$ cat src/rtl/alu_control_mc.sv
// alu_control_mc: registered EX-stage ALU control decode with multi-cycle MUL/UDIV sequencing and stall.
module alu_control_mc #(
   parameter int CTRL_W     = 4,
   parameter int MUL_CYCLES = 4,
   parameter int DIV_CYCLES = 8
) (
   input  logic              clk,
   input  logic              reset_n,
   input  logic              flush,
   input  logic              valid_in,
   output logic              ready_out,
   input  logic [1:0]        alu_op,
   input  logic [10:0]       opcode,
   output logic [CTRL_W-1:0] alu_control,
   output logic              valid_out,
   output logic              busy,
   output logic              illegal_op
);
   localparam int MAXL = (MUL_CYCLES > DIV_CYCLES) ? MUL_CYCLES : DIV_CYCLES;
   localparam int CW   = $clog2(MAXL + 1);
   typedef enum logic {IDLE, BUSY} state_t;
   state_t          state;
   logic [CW-1:0]   cnt;
   logic [3:0]      rcode, code;
   logic            ill;
   assign ready_out = (state == IDLE);
   always_comb begin
      rcode = {1'b0, opcode[9], opcode[3], opcode[8]};
      code  = 4'b0111;
      ill   = 1'b0;
      if (!alu_op[1]) code = alu_op[0] ? 4'b0111 : 4'b0010;
      else if (opcode == 11'b10011011000) code = 4'b1000;
      else if (opcode == 11'b10011010110) code = 4'b1001;
      else if (opcode == 11'b11010011011) code = 4'b0011;
      else if (opcode == 11'b11010011010) code = 4'b0100;
      else if (rcode inside {4'b0000, 4'b0001, 4'b0010, 4'b0110}) code = rcode;
      else ill = 1'b1;
   end
   // code[3] marks the multi-cycle ops (MUL/UDIV); code[0] picks UDIV
   always_ff @(posedge clk or negedge reset_n) begin
      if (!reset_n) begin
         state       <= IDLE;
         alu_control <= '0;
         valid_out   <= 1'b0;
         busy        <= 1'b0;
         illegal_op  <= 1'b0;
         cnt         <= '0;
      end else if (flush) begin
         state      <= IDLE;
         valid_out  <= 1'b0;
         busy       <= 1'b0;
         illegal_op <= 1'b0;
         cnt        <= '0;
      end else if (state == IDLE) begin
         valid_out  <= 1'b0;
         illegal_op <= 1'b0;
         if (valid_in) begin
            alu_control <= CTRL_W'(code);
            if (code[3]) begin
               busy  <= 1'b1;
               cnt   <= code[0] ? CW'(DIV_CYCLES - 1) : CW'(MUL_CYCLES - 1);
               state <= BUSY;
            end else begin
               valid_out  <= 1'b1;
               illegal_op <= ill;
            end
         end
      end else begin
         valid_out  <= 1'b0;
         illegal_op <= 1'b0;
         cnt        <= cnt - CW'(1);
         if (cnt == CW'(1)) begin
            valid_out <= 1'b1;
            busy      <= 1'b0;
            state     <= IDLE;
         end
      end
   end
endmodule

$ cat config.mk
export PLATFORM = sky130hd
export DESIGN_NAME = alu_control_mc
export DESIGN_NICKNAME = d
export VERILOG_FILES = /design/src/rtl/alu_control_mc.sv
export SDC_FILE = /design/constraint.sdc
export NUM_CORES = 1
export LEC_CHECK = 0
export ABC_CLOCK_PERIOD_IN_PS = 1600
export BUFFER_PORTS_ARGS = -buffer_cell sky130_fd_sc_hd__buf_2
export CORE_UTILIZATION = 35
export CTS_CLUSTER_DIAMETER = 40
export DETAILED_ROUTE_END_ITERATION = 10
export PLACE_DENSITY = 0.7
export SYNTH_ARGS = -nofsm -noshare
export SYNTH_HDL_FRONTEND = slang
export SYNTH_SLANG_ARGS = --single-unit
$ cat constraint.sdc
create_clock -name clk -period 1.6 [get_ports clk]
set_input_delay 0.32 -clock clk [delete_from_list [all_inputs] [get_ports clk]]
set_output_delay 0.32 -clock clk [all_outputs]
set_load 0.01 [all_outputs]
==> reports/qor.txt, run 1 <==
leakage: 0.460 nW
clk_lat worst skew: 0.28 ns
startpoint types: flip-flop
max_cap viols: 0
I/O Buffers: 24
peak supply drop: 0.346 mV
cell area after synthesis: 778 um2
ys flop type: dfrtp_1
Synth area leaders: dfrtp_1, a32o_1, nand2_1
Total GRT Usage: 0.179
H-tree level count: 1
PostCTS Resize Cnt: 0
power per standard cell area: 687 nW/um2
drt pass-1 iters: 4
status: completed
Hold Path Depth: 2
Slew Limit Fails: 0
hold buffer count at CTS: 1
GRT overflow: 0
Die Width: 49.2 um
Avg Vias per Cell: 5.43
WL/cell: 13.8 um
nets: 129
count leader, synth: dfrtp_1
Power, Total: 688 uW
Synth Register Bits: 12
Area Growth Syn to Fin: 28.8%
Final ANT Viol Nets: 0
vias in the first global route: 787
# clock sinks: 12
Tcrit/Tclk final: 0.867
CTS buffer count: 3
max_slew headroom: 0.727
Final Hold Vio Count: 0
final setup fails: 0
most frequent cells after synthesis: dfrtp_1, nand2_1, nor2_1
DP HPWL: 1.45 mm
Placeable Area: 2020 um2
WP data arrival: 1.07 ns
yosys warns: 0
placed cell count: 131
CTS Buffer Depth: 2
Final Wtd Congestion: 0.806
Clock Skews: 0.00277 ns
# IOs: 25
Post-synth EDFFs: 0
number of antenna diodes: 0
minimum clock period: 1.39 ns
setup slack, reg-to-reg: 0.25 ns
Hold EP: illegal_op
pin count of the biggest net entering global routing: 13
Die Ht: 49.2 um
Fmax: 0.721 GHz
WP data required: 1.28 ns
r2r startpoint: state
post-synth top area share: 0.386
Worst Setup End Kind: output pin
r2r endpoint: cnt[2]
worst min path class: in -> reg
syn nets: 97
CTS clk-pin slew, worst paths: 0.08 ns
row count: 16
reg2reg path depth: 4
Synth area leader: dfrtp_1
top fanout value on the critical path: 8
layout cell share with drive strength beyond 1: 0.358
asr flop ratio synth: 1.00
TritonCTS clock tree: yes
critical setup path kind: reg -> out
Root Buffer: clkbuf_4
Final Util: 0.496
hold_sp: alu_op[1]
routed wire length: 1.88 mm
post-CTS setup buffers: 0
Setup TNS: 0 ns
die area: 2420 um2
worst-margin pin slew: 0.409 ns
Unique masters post-synth: 37
worst-case hold slack: 0.368 ns
Avg Cell Area, Syn: 9.98 um2
initial antenna violation count: 0
first-pass GRT wire length: 3.24 mm
1st-iter DRT viols: 21
Syn Inst Count: 78
DR DRC count: 0
RSZ-0062 raised after global routing: no
starting density of the core: 0.385
via count: 739
Seq/Total Area, Yosys: 0.386
Non-Filler Instances: 136
## flip-flops by register name, indices dropped and copies added, names as in the netlist
| signal | flops |
|---|---|
| busy | 1 |
| state | 1 |
| valid_out | 1 |
| cnt | 4 |
| illegal_op | 1 |
| alu_control | 4 |
## cell families after synthesis
logic type | count (synthesis) | synth area share
compound gates | 19 | 0.223
xor+xnor | 3 | 0.0338
fa+ha+maj | 2 | 0.0321
buf+inv | 6 | 0.0321
flops | 12 | 0.386
mux | 1 | 0.0129
simple gates | 35 | 0.280
## critical path: stages (launching register included)
cell     delay (ns)
dfrtp_1        0.38
buf_4          0.17
inv_1          0.10
buf_2          0.14
## per-stage QoR
step | setup WS, ns | instance area (um2)
2_1_floorplan | 0.118 | 778
3_3_place_gp | -0.0227 | 956
3_5_place_dp | -0.0690 | 956
4_1_cts | 0.213 | 1000
5_1_grt | 0.109 | 1000
6_report | 0.213 | 1000
## how the worst max path moves through the flow
stage,start,end,slack (ns),cells past startpoint
5_1_grt,opcode[3],busy,0.11,5
2_1_floorplan,state,cnt[2],0.12,6
6_report,state,ready_out,0.21,3
3_3_place_gp,opcode[3],busy,-0.02,5
4_1_cts,state,ready_out,0.21,3
3_5_place_dp,opcode[3],busy,-0.07,5
## where the power goes
part	switching (mW)	internal, mW	leakage, nW
clock network	0.112	0.138	0.0210
registers	0.00578	0.316	0.160
logic	0.0616	0.0545	0.279
total	0.179	0.509	0.460
## per-layer routing
layer  routed length [um]  vias up  track usage
met5                    0        -            0
li1                     -      351            -
met1                  829      354        0.221
met2                  924       28        0.288
met4                   64        0        0.123
met3                   65        6       0.0218
## placed cells by master (no fill, tap or decap), types with 2 or more instances in the layout
cell	n
buf_4	5
inv_1	3
and2b_1	2
xor2_1	2
o211ai_1	2
nand4bb_1	2
buf_2	24
ha_1	2
nor2b_1	2
clkbuf_4	3
nor2_1	7
nand2_1	8
o21ai_0	3
nor3_1	3
a32o_1	3
dfrtp_1	12
nor3b_1	3
## final cells by class
class / instances / area (um2)
Clock buffer: 4 / 36.3
Sequential cell: 12 / 300
Fill cell: 186 / 1020
Tap cell: 27 / 33.8
Multi-Input combinational cell: 60 / 453
Inverter: 3 / 11.3
Timing Repair Buffer: 30 / 168
(Power assumes the default switching activity.)
==> run 2, diff against run 1 <==
--- a/config.mk
+++ b/config.mk
@@ -10,7 +10,9 @@
 export CORE_UTILIZATION = 35
 export CTS_CLUSTER_DIAMETER = 40
 export DETAILED_ROUTE_END_ITERATION = 10
+export GPL_TIMING_DRIVEN = 0
 export PLACE_DENSITY = 0.7
+export SLEW_MARGIN = 0
 export SYNTH_ARGS = -nofsm -noshare
 export SYNTH_HDL_FRONTEND = slang
 export SYNTH_SLANG_ARGS = --single-unit
==> run 2 against run 1 <==
Against the previous run:
- clock skew increased by 0.0052 ns
- via count decreased by 6.1%
- power shrank 2.0%
- die area unchanged
- clock power down 2%
- final area down 3.0%
- wire length fell by 10%
- critical path depth increased by 2
- critical path type is now reg -> reg
- critical endpoint is now alu_control[0]
- largest power group unchanged
==> reports/qor.txt, run 2 (synthesis results as in run 1) <==
status: completed
Worst Setup End Kind: flip-flop
nets: 125 (-3.1%)
Area Growth Syn to Fin: 24.9%
Clock Skews: 0.00794 ns (+0.00516 ns)
I/O Buffers: 23 (-4.2%)
pin count of the biggest net entering global routing: 13 (unchanged)
Final Wtd Congestion: 0.779 (-3.3%)
max_cap viols: 0 (unchanged)
GRT overflow: 0 (unchanged)
CTS clk-pin slew, worst paths: 0.08 ns (about the same)
Placeable Area: 2020 um2 (unchanged)
first-pass GRT wire length: 2.95 mm (-8.9%)
peak supply drop: 0.327 mV (-5.5%)
die area: 2420 um2 (unchanged)
CTS Buffer Depth: 2 (unchanged)
CTS buffer count: 3 (unchanged)
WP data arrival: 1.70 ns (+0.63 ns)
H-tree level count: 1 (unchanged)
Final Hold Vio Count: 0 (unchanged)
routed wire length: 1.69 mm (-10%)
starting density of the core: 0.385 (unchanged)
Non-Filler Instances: 132 (-2.9%)
Tcrit/Tclk final: 0.933 (+0.0663)
vias in the first global route: 664 (-16%)
worst min path class: in -> reg
Setup TNS: 0 ns (unchanged)
startpoint types: flip-flop
power per standard cell area: 694 nW/um2 (+1.1%)
1st-iter DRT viols: 3 (-86%)
Root Buffer: clkbuf_4
worst-margin pin slew: 0.392 ns (-0.0176 ns)
top flop regs: alu_control: 4 flops, cnt: 4 flops
row count: 16 (unchanged)
# IOs: 25 (unchanged)
DR DRC count: 0 (unchanged)
Total GRT Usage: 0.166 (-0.0125)
top fanout value on the critical path: 9 (+1)
Slew Limit Fails: 0 (unchanged)
number of antenna diodes: 0 (unchanged)
most common cell after layout, fill and taps aside: buf_2
Layout fillers: 193 (+3.8%)
leakage: 0.442 nW (-4.0%)
Avg Vias per Cell: 5.26 (-3.2%)
placed cell count: 128 (-2.3%)
# clock sinks: 12 (unchanged)
highest-count cells in the layout ignoring fill and taps: buf_2, dfrtp_1, nand2_1
via count: 694 (-6.1%)
WL/cell: 12.8 um (-7.5%)
drt pass-1 iters: 4 (unchanged)
Final ANT Viol Nets: 0 (unchanged)
Die Width: 49.2 um (unchanged)
Die Ht: 49.2 um (unchanged)
TritonCTS clock tree: yes
max_slew headroom: 0.739 (+0.0123)
DP HPWL: 1.35 mm (-6.5%)
critical setup path kind: reg -> reg
RSZ-0062 raised after global routing: no
clk_lat worst skew: 0.29 ns (about the same)
WP data required: 1.81 ns (+0.53 ns)
Fmax: 0.670 GHz (-7.1%)
layout cell share with drive strength beyond 1: 0.333 (-0.0245)
Final Util: 0.481 (-0.0149)
final setup fails: 0 (unchanged)
initial antenna violation count: 0 (unchanged)
minimum clock period: 1.49 ns (+0.106 ns)
[run 2: final timing paths]
check / to / slack, ns / cells past startpoint / start
worst min-delay path: busy / 0.31 / 2 / flush
worst max register to register: alu_control[0] / 0.11 / 5 / state
max in group asynchronous: cnt[3] / 0.96 / 2 / reset_n
worst max-delay path: alu_control[0] / 0.11 / 5 / state
min in group asynchronous: alu_control[2] / 0.43 / 2 / reset_n
worst min register to register: alu_control[3] / 0.47 / 2 / alu_control[3]
[run 2: report_power, final]
| group | leakage, nW | internal [mW] | total, mW | switching, mW |
|---|---|---|---|---|
| logic | 0.261 | 0.0491 | 0.108 | 0.0585 |
| registers | 0.160 | 0.316 | 0.322 | 0.00599 |
| clock network | 0.0210 | 0.139 | 0.245 | 0.106 |
| total | 0.442 | 0.504 | 0.675 | 0.170 |
[run 2: repair_timing]
action	in CTS	in global routing
hold buffers	1	0
gates resized for setup	0	1
setup endpoints to repair	0	1
buffers inserted	0	0
hold endpoints to repair	12	0
[run 2: critical path, stage by stage (launching register included)]
cell and delay (ns):
dfrtp_1 0.35, buf_2 0.18, nor3b_2 0.38, o21ai_0 0.19
nand4bb_1 0.22, o211ai_1 0.10
[run 2: final cells by class]
type                            instances  area, um2  area share
Sequential cell                        12        300       0.309
Inverter                                3       11.3      0.0116
Timing Repair Buffer                   24        125       0.129
Buffer                                  2       10.0      0.0103
Multi-Input combinational cell         60        455       0.468
Clock buffer                            4       36.3      0.0373
Tap cell                               27       33.8      0.0347
[run 2: metrics by stage]
| step | power, mW | worst slack [ns] | hold slack [ns] | instance area [um2] |
|---|---|---|---|---|
| 3_3_place_gp | 0.432 | -0.0452 | 0.211 | 927 |
| 6_report | 0.675 | 0.107 | 0.314 | 972 |
| 3_5_place_dp | 0.434 | -0.0713 | 0.209 | 927 |
| 4_1_cts | 0.680 | 0.00225 | 0.305 | 973 |
| 5_1_grt | 0.710 | 0.00927 | 0.313 | 972 |
| 2_1_floorplan | 0.379 | 0.118 | 0.0244 | 778 |
[run 2: layer usage]
layer / wire length, um / share of wire / global-route usage
met2: 832 / 0.49 / 0.276
met5: 0 / 0 / 0
met1: 733 / 0.43 / 0.188
met4: 44 / 0.026 / 0.103
met3: 80 / 0.047 / 0.0436
==> run 3, diff against run 2 <==
--- a/config.mk
+++ b/config.mk
@@ -5,13 +5,13 @@
 export SDC_FILE = /design/constraint.sdc
 export NUM_CORES = 1
 export LEC_CHECK = 0
-export ABC_CLOCK_PERIOD_IN_PS = 1600
+export ABC_CLOCK_PERIOD_IN_PS = 1290
 export BUFFER_PORTS_ARGS = -buffer_cell sky130_fd_sc_hd__buf_2
 export CORE_UTILIZATION = 35
 export CTS_CLUSTER_DIAMETER = 40
 export DETAILED_ROUTE_END_ITERATION = 10
 export GPL_TIMING_DRIVEN = 0
-export PLACE_DENSITY = 0.7
+export PLACE_DENSITY = 0.72
 export SLEW_MARGIN = 0
 export SYNTH_ARGS = -nofsm -noshare
 export SYNTH_HDL_FRONTEND = slang
==> constraint.sdc (replaced) <==
create_clock -name clk -period 1.29 [get_ports clk]
set_input_delay 0.258 -clock clk [delete_from_list [all_inputs] [get_ports clk]]
set_output_delay 0.258 -clock clk [all_outputs]
set_load 0.01 [all_outputs]
==> run 3 against run 2 <==
Against the previous run:
- via count is 8.2% higher
- count of clock-buffer cells in the layout is the same
- global-route usage increased by 0.57 points
- non-clock buffer count rose by 8
- clock skew shrank 0.0060 ns
- flip-flop and latch count did not move
- final cell count increased by 6.1%
- utilization up 5.8 points
- clock power is 24% higher
==> reports/qor.txt, run 3 (synthesis results as in run 1) <==
clock power share: 0.352 (-0.011)
highest-count cells in the layout ignoring fill and taps: buf_2, dfrtp_1, nor2_1, nand2_1, buf_4
initial antenna violation count: 0 (unchanged)
top fanout value on the critical path: 4 (-5)
Root Buffer: clkbuf_4
Slowest cell on crit path: dfrtp_2
max_slew headroom: 0.749 (+0.0102)
final setup fails: 0 (unchanged)
max_cap viols: 0 (unchanged)
CTS clk-pin slew, worst paths: 0.08 ns (about the same)
DP HPWL: 1.39 mm (+2.5%)
delay-heaviest family, CP: simple AND/OR/NAND/NOR gates
Final Hold Vio Count: 0 (unchanged)
first-pass GRT wire length: 3.17 mm (+7.5%)
startpoint types: flip-flop
layout cell share with drive strength beyond 1: 0.434 (+0.100)
Fmax: 0.787 GHz (+17%)
number of antenna diodes: 0 (unchanged)
WP buf/inv: 0 (-1)
worst-case hold slack: 0.280 ns (-0.0336 ns)
Placeable Area: 2020 um2 (unchanged)
Slew Limit Fails: 0 (unchanged)
# IOs: 25 (unchanged)
placed cell count: 128 (unchanged)
CTS Buffer Depth: 2 (unchanged)
crit-path cells: or3b_4, nor2_1, a32o_2, a21o_1
switching power: 222 uW (+30%)
worst min path class: in -> reg
top flop regs: alu_control: 4 flops, cnt: 4 flops
Final Wtd Congestion: 0.776 (-0.49%)
drt pass-1 iters: 4 (unchanged)
Final ANT Viol Nets: 0 (unchanged)
DR DRC count: 0 (unchanged)
worst-margin pin slew: 0.376 ns (-0.0153 ns)
register share of total power: 0.461 (-0.017)
Int Pwr: 644 uW (+28%)
starting density of the core: 0.385 (unchanged)
peak supply drop: 0.431 mV (+32%)
RSZ-0062 raised after global routing: yes
Total GRT Usage: 0.172 (+0.00569)
die area: 2420 um2 (unchanged)
H-tree level count: 1 (unchanged)
nets: 133 (+6.4%)
I/O Buffers: 23 (unchanged)
GRT overflow: 0 (unchanged)
1st-iter DRT viols: 9 (+6)
TritonCTS clock tree: yes
Crit path largest cell delay: 0.45 ns (+0.07 ns)
Worst Setup End Kind: flip-flop
routed wire length: 1.87 mm (+11%)
leakage: 0.499 nW (+13%)
Clock Skews: 0.00193 ns (-0.00600 ns)
power per standard cell area: 796 nW/um2 (+15%)
power share of the combinational group: 0.187 (+0.028)
# clock sinks: 12 (unchanged)
Non-Filler Instances: 140 (+6.1%)
Area Growth Syn to Fin: 39.9%
WP data required: 1.51 ns (-0.30 ns)
via count: 751 (+8.2%)
row count: 16 (unchanged)
clk_lat worst skew: 0.27 ns (-0.02 ns)
Tcrit/Tclk final: 0.985 (+0.0521)
most common cell after layout, fill and taps aside: buf_2
WL/cell: 13.4 um (+4.4%)
CTS buffer count: 3 (unchanged)
WP data arrival: 1.49 ns (-0.21 ns)
critical setup path kind: reg -> reg
Switching Share: 0.256 (+0.00360)
minimum clock period: 1.27 ns (-0.222 ns)
status: completed
Layout fillers: 189 (-2.1%)
Die Width: 49.2 um (unchanged)
Die Ht: 49.2 um (unchanged)
Avg Vias per Cell: 5.36 (+2.0%)
pin count of the biggest net entering global routing: 13 (unchanged)
vias in the first global route: 719 (+8.3%)
[run 3: changes by cell type in the layout (fill, tap and decap cells not counted), moves of 2 or more]
cell | previous run | this run
o21ai_1 | 1 | 3
buf_4 | 0 | 7
o21ai_0 | 3 | 1
buf_2 | 25 | 21
buf_6 | 0 | 4
[run 3: cell type report]
| class | count | area [um2] | area share |
|---|---|---|---|
| Buffer | 1 | 5.00 | 0.00460 |
| Tap cell | 27 | 33.8 | 0.0310 |
| Multi-Input combinational cell | 60 | 478 | 0.439 |
| Sequential cell | 12 | 302 | 0.277 |
| Timing Repair Buffer | 33 | 223 | 0.205 |
| Clock buffer | 4 | 36.3 | 0.0333 |
| Inverter | 3 | 11.3 | 0.0103 |
[run 3: repair_timing]
action                                  CTS  global route
hold endpoints to repair                 12             0
pin swaps                                 9             2
buffers inserted                          8             1
endpoints found under the setup margin    8             9
hold buffers                              1             0
resized for setup                         7            11
[run 3: power groups by stage]
stage               clock network [mW]  logic, mW  registers (mW)
detailed placement                   0      0.134           0.407
floorplan                            0     0.0557           0.415
global route                     0.337      0.174           0.402
CTS                              0.310      0.154           0.400
finish                           0.305      0.162           0.399
global placement                     0      0.130           0.406
[run 3: per-layer routing]
metal / track usage / vias to the layer above / share of wire / routed length [um]
li1: - / 359 / - / -
met1: 0.206 / 369 / 0.44 / 820
met2: 0.306 / 19 / 0.52 / 970
met3: 0.00935 / 4 / 0.024 / 44
met4: 0.0882 / 0 / 0.019 / 36
met5: 0 / - / 0 / 0
[run 3: final timing paths]
kind | startpoint | end | slack [ns] | cells past startpoint
min reg2reg | alu_control[3] | alu_control[3] | 0.47 | 2
min | opcode[1] | alu_control[0] | 0.28 | 3
max in group asynchronous | reset_n | state | 0.66 | 2
max | state | cnt[2] | 0.02 | 4
max reg2reg | state | cnt[2] | 0.02 | 4
min in group asynchronous | reset_n | alu_control[0] | 0.39 | 2
[run 3: tightest hold or removal path, delay by kind of cell]
family	cells	cell delay, ns
compound gates	1	0.09
buf+inv	1	0.08
simple gates	1	0.09
[run 3: through the flow]
| step | setup TNS (ns) | worst slack (ns) | power [mW] | utilization | instance area (um2) |
|---|---|---|---|---|---|
| 2_1_floorplan | -0.290 | -0.0912 | 0.471 | - | 788 |
| 3_3_place_gp | -2.21 | -0.285 | 0.537 | 0.463 | 937 |
| 3_5_place_dp | -2.40 | -0.312 | 0.541 | 0.463 | 937 |
| 4_1_cts | -0.0316 | -0.0151 | 0.863 | 0.528 | 1070 |
| 5_1_grt | -0.0508 | -0.0330 | 0.913 | 0.538 | 1090 |
| 6_report | 0 | 0.0188 | 0.866 | 0.538 | 1090 |
